<file path="src/rtl/mult_div_unit.sv">
`default_nettype none
// mult_div_unit: iterative MULT/MULTU/DIV/DIVU engine, one shift-add or
// restoring shift-subtract step per enabled cycle, HI/LO write strobes on completion.
module mult_div_unit #(
    parameter int DATA_WIDTH = 32
) (
    input  logic                  clk,
    input  logic                  reset,
    input  logic                  clk_enable,
    input  logic                  start,
    input  logic [1:0]            op,
    input  logic [DATA_WIDTH-1:0] rs_data,
    input  logic [DATA_WIDTH-1:0] rt_data,
    output logic                  busy,
    output logic [DATA_WIDTH-1:0] HI_input,
    output logic [DATA_WIDTH-1:0] LO_input,
    output logic                  HI_write_enable,
    output logic                  LO_write_enable
);
    localparam int W  = DATA_WIDTH;
    localparam int CW = $clog2(DATA_WIDTH) + 1;

    typedef enum logic [1:0] {IDLE = 2'd0, RUN = 2'd1, DONE = 2'd2} state_t;

    state_t          state;
    logic [CW-1:0]   counter;
    logic            is_div;
    logic            neg_q;
    logic            neg_r;
    logic            div_zero;
    logic [W-1:0]    mcand;
    logic [W-1:0]    hi;
    logic [W-1:0]    lo;
    logic [W-1:0]    rs_raw;
    logic            write_en;

    logic            a_neg, b_neg;
    logic [W-1:0]    abs_a, abs_b;
    logic [W:0]      add_sum, shifted, diff;
    logic [W-1:0]    next_hi, next_lo;
    logic [2*W-1:0]  prod, prod_fixed;
    logic [W-1:0]    quo_fixed, rem_fixed;
    logic [W-1:0]    final_hi, final_lo;

    always_comb begin
        a_neg = op[0] & rs_data[W-1];
        b_neg = op[0] & rt_data[W-1];
        abs_a = a_neg ? (~rs_data + 1'b1) : rs_data;
        abs_b = b_neg ? (~rt_data + 1'b1) : rt_data;
    end

    // hi/lo hold {partial product, multiplier} for multiply and {remainder, quotient} for divide
    always_comb begin
        add_sum = {1'b0, hi} + {1'b0, (lo[0] ? mcand : {W{1'b0}})};
        shifted = {hi, lo[W-1]};
        diff    = shifted - {1'b0, mcand};
        if (is_div) begin
            if (!diff[W]) begin
                next_hi = diff[W-1:0];
                next_lo = {lo[W-2:0], 1'b1};
            end else begin
                next_hi = shifted[W-1:0];
                next_lo = {lo[W-2:0], 1'b0};
            end
        end else begin
            next_hi = add_sum[W:1];
            next_lo = {add_sum[0], lo[W-1:1]};
        end
    end

    always_comb begin
        prod       = {next_hi, next_lo};
        prod_fixed = neg_q ? (~prod + 1'b1) : prod;
        quo_fixed  = neg_q ? (~next_lo + 1'b1) : next_lo;
        rem_fixed  = neg_r ? (~next_hi + 1'b1) : next_hi;
        if (!is_div) begin
            final_hi = prod_fixed[2*W-1:W];
            final_lo = prod_fixed[W-1:0];
        end else if (div_zero) begin
            final_hi = rs_raw;
            final_lo = {W{1'b1}};
        end else begin
            final_hi = rem_fixed;
            final_lo = quo_fixed;
        end
    end

    always_ff @(posedge clk or posedge reset) begin
        if (reset) begin
            state    <= IDLE;
            counter  <= '0;
            is_div   <= 1'b0;
            neg_q    <= 1'b0;
            neg_r    <= 1'b0;
            div_zero <= 1'b0;
            mcand    <= '0;
            hi       <= '0;
            lo       <= '0;
            rs_raw   <= '0;
            busy     <= 1'b0;
            write_en <= 1'b0;
            HI_input <= '0;
            LO_input <= '0;
        end else if (clk_enable) begin
            case (state)
                IDLE: begin
                    if (start) begin
                        state    <= RUN;
                        counter  <= '0;
                        busy     <= 1'b1;
                        is_div   <= op[1];
                        neg_q    <= a_neg ^ b_neg;
                        neg_r    <= a_neg;
                        div_zero <= op[1] & (rt_data == '0);
                        rs_raw   <= rs_data;
                        hi       <= '0;
                        mcand    <= op[1] ? abs_b : abs_a;
                        lo       <= op[1] ? abs_a : abs_b;
                    end
                end
                RUN: begin
                    hi      <= next_hi;
                    lo      <= next_lo;
                    counter <= counter + 1'b1;
                    if (counter == CW'(W - 1)) begin
                        state    <= DONE;
                        write_en <= 1'b1;
                        HI_input <= final_hi;
                        LO_input <= final_lo;
                    end
                end
                DONE: begin
                    state    <= IDLE;
                    busy     <= 1'b0;
                    write_en <= 1'b0;
                end
                default: begin
                    state    <= IDLE;
                    busy     <= 1'b0;
                    write_en <= 1'b0;
                end
            endcase
        end
    end

    assign HI_write_enable = write_en;
    assign LO_write_enable = write_en;
endmodule
`default_nettype wire

</file>
<file path="config.mk">
export PLATFORM = sky130hd
export DESIGN_NAME = mult_div_unit
export DESIGN_NICKNAME = d
export VERILOG_FILES = /design/src/rtl/mult_div_unit.sv
export SDC_FILE = /design/constraint.sdc
export NUM_CORES = 1
export LEC_CHECK = 0
export CAP_MARGIN = 10
export CORE_AREA = 2 2 193 195
export DETAILED_ROUTE_END_ITERATION = 12
export DIE_AREA = 0 0 195 197
export GPL_TIMING_DRIVEN = 0
export PLACE_DENSITY = 0.71
export SLEW_MARGIN = 40
export SYNTH_ARGS = -nofsm -noshare
export SYNTH_HDL_FRONTEND = slang
export SYNTH_SLANG_ARGS = --single-unit
export TNS_END_PERCENT = 50
</file>
<file path="constraint.sdc">
create_clock -name clk -period 7.3 [get_ports clk]
set_input_delay 0.73 -clock clk [delete_from_list [all_inputs] [get_ports clk]]
set_output_delay 0.73 -clock clk [all_outputs]
set_load 0.02 [all_outputs]
</file>
== Word-level counts from Yosys, hierarchy flattened ==
Cells that the tools add are included.

* Bits in registers: 206

* Add/subtract/negate cells: 8
* Equality and inequality tests: 4
* Multiplexer cells: 29
* Bitwise gates (word level): 11
* Reduce and logical (&&, ||, !) cells: 9

{| class="wikitable"
|+ Operator list
! cell !! number
|-
| 2-to-1 mux 32 bit || 16
|-
| adder 32 x 1 -> 32 bit (second input constant) || 4
|-
| inverter 32 bit || 4
|-
| one-hot mux 32 bit (2 select lines) || 2
|-
| adder 64 x 1 -> 64 bit (second input constant) || 1
|-
| 2-to-1 mux 64 bit || 1
|-
| inverter 64 bit || 1
|-
| adder 32 x 32 -> 33 bit || 1
|-
| subtractor 33 x 32 -> 33 bit || 1
|-
| logical NOT 32 bit || 1
|-
| AND reduction 3 bit || 6
|-
| one-hot mux 6 bit (2 select lines) || 1
|-
| adder 6 x 1 -> 6 bit (second input constant) || 1
|-
| == test 6 x 5 -> 1 bit (second input constant) || 1
|-
| 2-to-1 mux 6 bit || 1
|-
| 2-to-1 mux 2 bit || 2
|-
| inequality test 2 bit (second input constant) || 2
|-
| one-hot mux 1 bit (2 select lines) || 2
|-
| one-hot mux 2 bit (2 select lines) || 1
|-
| bitwise AND 1 bit || 3
|-
| 2-to-1 mux 1 bit || 3
|-
| == test 2 x 1 -> 1 bit (second input constant) || 1
|-
| logical NOT 2 bit || 1
|-
| inverter 1 bit || 2
|-
| 2 further kinds || 2
|}

== Depth between registers and ports, before layout ==
* Depth in word-level cells: 8
* Depth in mapped cells: 24
* Mapped depth without buffers: 22

== Least setup slack after synthesis ==
OpenSTA, ideal clock, no wires.

* Path kind: register to register
* From: register is_div
* To: register HI_input[30]
* Arrival: 5029 ps
* Required time: 7171 ps
* Setup slack: 2142 ps
* Cell stages (with the launch flop): 20
* Buffers on the path: 9
* Cells stage by stage: dfrtp_1 -> buf_2 -> buf_2 -> buf_2 -> buf_2 -> buf_1 -> buf_2 -> buf_2 -> buf_1 -> buf_1 -> mux2i_1 -> ha_1 -> nand3_1 -> nand3b_1 -> nand2b_1 -> or3_1 -> or4_4 -> o41ai_2 -> mux2i_1 -> a31oi_1

* Longest elaborated chain between the ends: 6

{| class="wikitable"
|+ RTL lines
! what !! RTL line !! source
|-
| start: declaration || 27 || <nowiki>logic is_div;</nowiki>
|-
| start signal: assignment || 111 || <nowiki>is_div <= op[1];</nowiki>
|-
| 2-to-1 mux 32 bit || 57 || <nowiki>if (is_div) begin</nowiki>
|-
| inverter 32 bit || 75 || <nowiki>rem_fixed = neg_r ? (~next_hi + 1'b1) : next_hi;</nowiki>
|-
| adder 32 x 1 -> 32 bit || 75 ||
|-
| 2-to-1 mux 32 bit || 75 ||
|-
| 2-to-1 mux 32 bit || 79 || <nowiki>end else if (div_zero) begin</nowiki>
|-
| 2-to-1 mux 32 bit * || 76 || <nowiki>if (!is_div) begin</nowiki>
|-
| end signal: assignment || 128 || <nowiki>HI_input <= final_hi;</nowiki>
|-
| end: declaration || 15 || <nowiki>output logic [DATA_WIDTH-1:0] HI_input,</nowiki>
|}

Every way passes the cells marked *; elsewhere a longest branch is shown, timed or not.
A chain may end at the register's enable or synchronous reset.

== Final worst setup path ==
* From: register lo[31]
* To: register HI_input[10]

* Longest elaborated chain between the ends: 8

{| class="wikitable"
|+ RTL lines
! what !! RTL line !! source
|-
| start: declaration || 33 || <nowiki>logic [W-1:0] lo;</nowiki>
|-
| start signal: assignment || 118 || <nowiki>lo <= op[1] ? abs_a : abs_b;</nowiki>
|-
| start signal: assignment || 123 || <nowiki>lo <= next_lo;</nowiki>
|-
| subtractor 33 x 32 -> 33 bit || 56 || <nowiki>diff = shifted - {1'b0, mcand};</nowiki>
|-
| 2-to-1 mux 32 bit || 58 || <nowiki>if (!diff[W]) begin</nowiki>
|-
| 2-to-1 mux 32 bit || 57 ||
|-
| inverter 32 bit || 75 ||
|-
| adder 32 x 1 -> 32 bit || 75 ||
|-
| 2-to-1 mux 32 bit || 75 ||
|-
| 2-to-1 mux 32 bit || 79 ||
|-
| 2-to-1 mux 32 bit * || 76 ||
|}

Marks and branches as above.

==> impl_metrics.toml <==
[clock_tree]
cts-root-buf = "clkbuf_16"
cts_hold_buf = 0
cts_num_sinks = 206
h-tree-depth = 1
clock_latency_ns = 0.58
clkTransAtPathRegs_ns = 0.06
cts_tree = "built"
cts-buffers-inserted = 26
cts_buffer_depth = 3

[placed_design]
place_inst = 2930
routabilityCongestion = 1.10
dpl-instance-area_um2 = 20100
numPortBuffers = 135
dp_slack_ns = -0.403
post-dp-hpwl_um = 65000

[drt]
vias = 19600
drt-initial-drc-count = 2221
drc = 0
postRouteAntennaNets = 0
viasPerCell = 6.59
routed_wl_um = 81400
wl_per_cell_um = 27.4
drt-pass1-iter-count = 6

[worst_hold_path]
hp-class = "flop to flop"
hold_start = "HI_input[15]$_DFFE_PP0P_"
hold_depth = 2

[setup_path]
cp_slowest_cell = "mux2i_1"
crit_chain = "inv_1 > ha_1 > inv_1 > fa_1 > a211oi_1 > o211a_1 > nor4_4 > o21a_2 > nor3_2 > nor2_2 > clkbuf_1 > mux2i_1 > ha_1 > nand3_1 > nand3b_1 > nand2b_1 > or3_1 > or4_4 > o21ai_0 > xor2_1 > o21ai_0 > a21oi_1 > nor2_1"
critPathTopFamily = "simple AND/OR/NAND/NOR gates"
cp-start-kind = "flop"
cp-startpoint = "lo[31]$_DFFE_PP0P_"
required_ns = 7.76
r2r-start = "lo[31]$_DFFE_PP0P_"
worst-path-stages = 23
cp_max_fo = 10
cp_num_buf_inv = 3
critical_path_class = "flop to flop"
worstRegToRegCells = 23
crit_path_end_kind = "flop"
cp_data_arrival_time_ns = 7.57
cpPeakStageDelay_ns = 0.60

[synthesis]
syn-num-nets = 2465
synth_edf_count = 0
synth_area_um2 = 18000
syn-instance-count = 2324
ys.flop_type = "dfrtp_1"
synth_area_leaders = "dfrtp_1 (29%), nand2_1 (7.7%), o21ai_0 (5.5%), xnor2_1 (5.3%), ha_1 (4.8%)"
synth_top_area_cell = "dfrtp_1"
ys_ff_latch = 206
ys_warn_count = 0
synth.top_cell.area_share_pct = 28.6
synthArstFlopShare_pct = 100
syn_area_per_cell_um2 = 7.75
yosysUniqueCellTypes = 103
synth-seq-area-share_pct = 28.6

[timing]
relSlewSlack_pct = 36.5
final_max_slew_viol_count = 0
clock.fmax_ghz = 0.141
fin_tns_setup_ns = 0
worstMarginPinSlew_ns = 0.938
period_needed_ns = 7.11
min_period_over_period_pct = 97.4
hold_viol = 0
rsz0062_at_grt = "false"
setup_viol = 0
worst_hold_slack_ns = 0.487
worst_clock_skew_ns = 0.0281
fin_ws_ns = 0.190

[cells_and_area]
drive_gt1_share_pct = 6.46
final_nets = 2629
final_core_util_pct = 57.9
area_growth_pct = 16.6
instances_no_fill = 2976
final_cell_area_um2 = 21000

[power]
ir_worst_vdd_mv = 0.245
p_per_area_nw_per_um2 = 554
total_power_mw = 11.6
p_leak_nw = 8.63

[floorplanning]
core_um2 = 36300
dieArea_um2 = 38400
die_y_um = 197
boundaryPins = 137
die_w_um = 195
rows = 70
start_util_pct = 49.7

[outcome]
status = "finished, final reports clean"

[grt]
grt_pass1_wl_um = 120000
grt_overflow = 0
track_usage_pct = 41.9
grt_antenna_before_repair = 7
grt_max_degree = 69
grt_pass1_vias = 18900

[run]
drv_cap = 0
-- synth_stat cells, drive strengths merged (7+ instances only) --
library cell	number
nand2	369
o21ai	225
dfrtp	206
nor2	185
a21oi	160
xnor2	110
clkbuf	102
xor2	77
ha	69
inv	68
nor3	49
buf	48
mux2i	48
and2	46
o211ai	45
a31oi	44
nand3	44
o221ai	31
nand4	30
o22a	30
a21o	24
o31ai	22
nand2b	19
nor4	18
a211oi	17
nor2b	17
a22o	15
o41ai	15
or3	13
a2111oi	10
and3	10
mux2	9
or2	9
or4	9
nand3b	8
o22ai	8
a221o	7
a22oi	7
nor4b	7
o21a	7
o21bai	7
-- repair_timing --
item	CTS	global route
gates resized for setup	1	0
endpoints found under the setup margin	10	4
setup buffers	0	0
-- power by group --
part	internal (mW)	switching, mW
clock	0.804	0.563
sequential	1.51	0.491
combinational	2.79	5.48
-- cells in the final DEF, fill, tap and decap left out, drive strengths merged, types with 13 or more instances in the layout --
cell / n
and2: 46
a21o: 24
o41ai: 15
ha: 69
o31ai: 22
o21ai: 225
or3: 13
clkbuf: 136
clkdlybuf4s50: 135
o221ai: 31
a31oi: 44
nor2b: 17
o22a: 30
nor3: 49
a211oi: 17
a22o: 15
nand4: 30
inv: 69
mux2i: 48
xnor2: 110
nand2b: 19
nor4: 18
dfrtp: 206
a21oi: 160
nand2: 369
buf: 48
nand3: 44
o211ai: 45
nor2: 185
xor2: 77
-- final timing paths --
path / end / slack [ns]
worst max register to register: HI_input[10]$_DFFE_PP0P_ / 0.19
min in group asynchronous: HI_input[21]$_DFFE_PP0P_ / 0.53
worst min-delay path: HI_input[15]$_DFFE_PP0P_ / 0.49
worst max-delay path: HI_input[10]$_DFFE_PP0P_ / 0.19
max in group asynchronous: lo[31]$_DFFE_PP0P_ / 5.80
worst min register to register: HI_input[15]$_DFFE_PP0P_ / 0.49
-- registers in the layout (all words and copies together) (netlist names) --
signal	count
mcand	32
rs_raw	32
is_div	1
HI_input	32
state	2
LO_input	32
neg_r	1
div_zero	1
hi	32
neg_q	1
counter	6
HI_write_enable	1
busy	1
lo	32
-- final cells by class --
type,instances,area (um^2)
diodes,1,2.50
plain buffers,148,612
clock buffers,33,717
clock inverters,14,176
fillers,3469,15200
inverters,69,267
multi-input cells,1899,12100
flip-flops and latches,206,5150
well taps,468,586
repair buffers,138,1430
-- kinds of logic (layout without fill, tap and decap cells) --
kind of cell / count (synthesis) / count (layout) / share of synthesized area [%]
flip-flops: 206 / 206 / 28.6
XOR/XNOR: 187 / 187 / 9.09
adder cells (fa/ha/maj): 71 / 71 / 5.01
multiplexers: 57 / 57 / 3.23
other: 0 / 1 / 0
AO/OA/AOI/OAI: 733 / 733 / 27.0
AND/OR/NAND/NOR: 851 / 851 / 22.2
buffers and inverters: 219 / 402 / 4.85
-- per-layer routing --
metal | routed length, um | global-route usage (%) | vias to the layer above
met5 | 11 | 0 | -
met4 | 6880 | 30.4 | 2
met3 | 7520 | 7.63 | 337
met2 | 35800 | 66.5 | 1164
met1 | 31200 | 51.3 | 9363
li1 | - | - | 8756
-- worst reg2reg max path, cell delays in order, from the launching register on --
cell	delay (ns)
dfrtp_1	0.47
inv_1	0.11
ha_1	0.18
inv_1	0.06
fa_1	0.43
a211oi_1	0.44
o211a_1	0.26
nor4_4	0.08
o21a_2	0.27
nor3_2	0.30
nor2_2	0.22
clkbuf_1	0.36
mux2i_1	0.60
ha_1	0.36
nand3_1	0.12
nand3b_1	0.35
nand2b_1	0.42
or3_1	0.53
or4_4	0.53
o21ai_0	0.23
xor2_1	0.19
o21ai_0	0.12
a21oi_1	0.30
nor2_1	0.07
(Power assumes the default switching activity.)
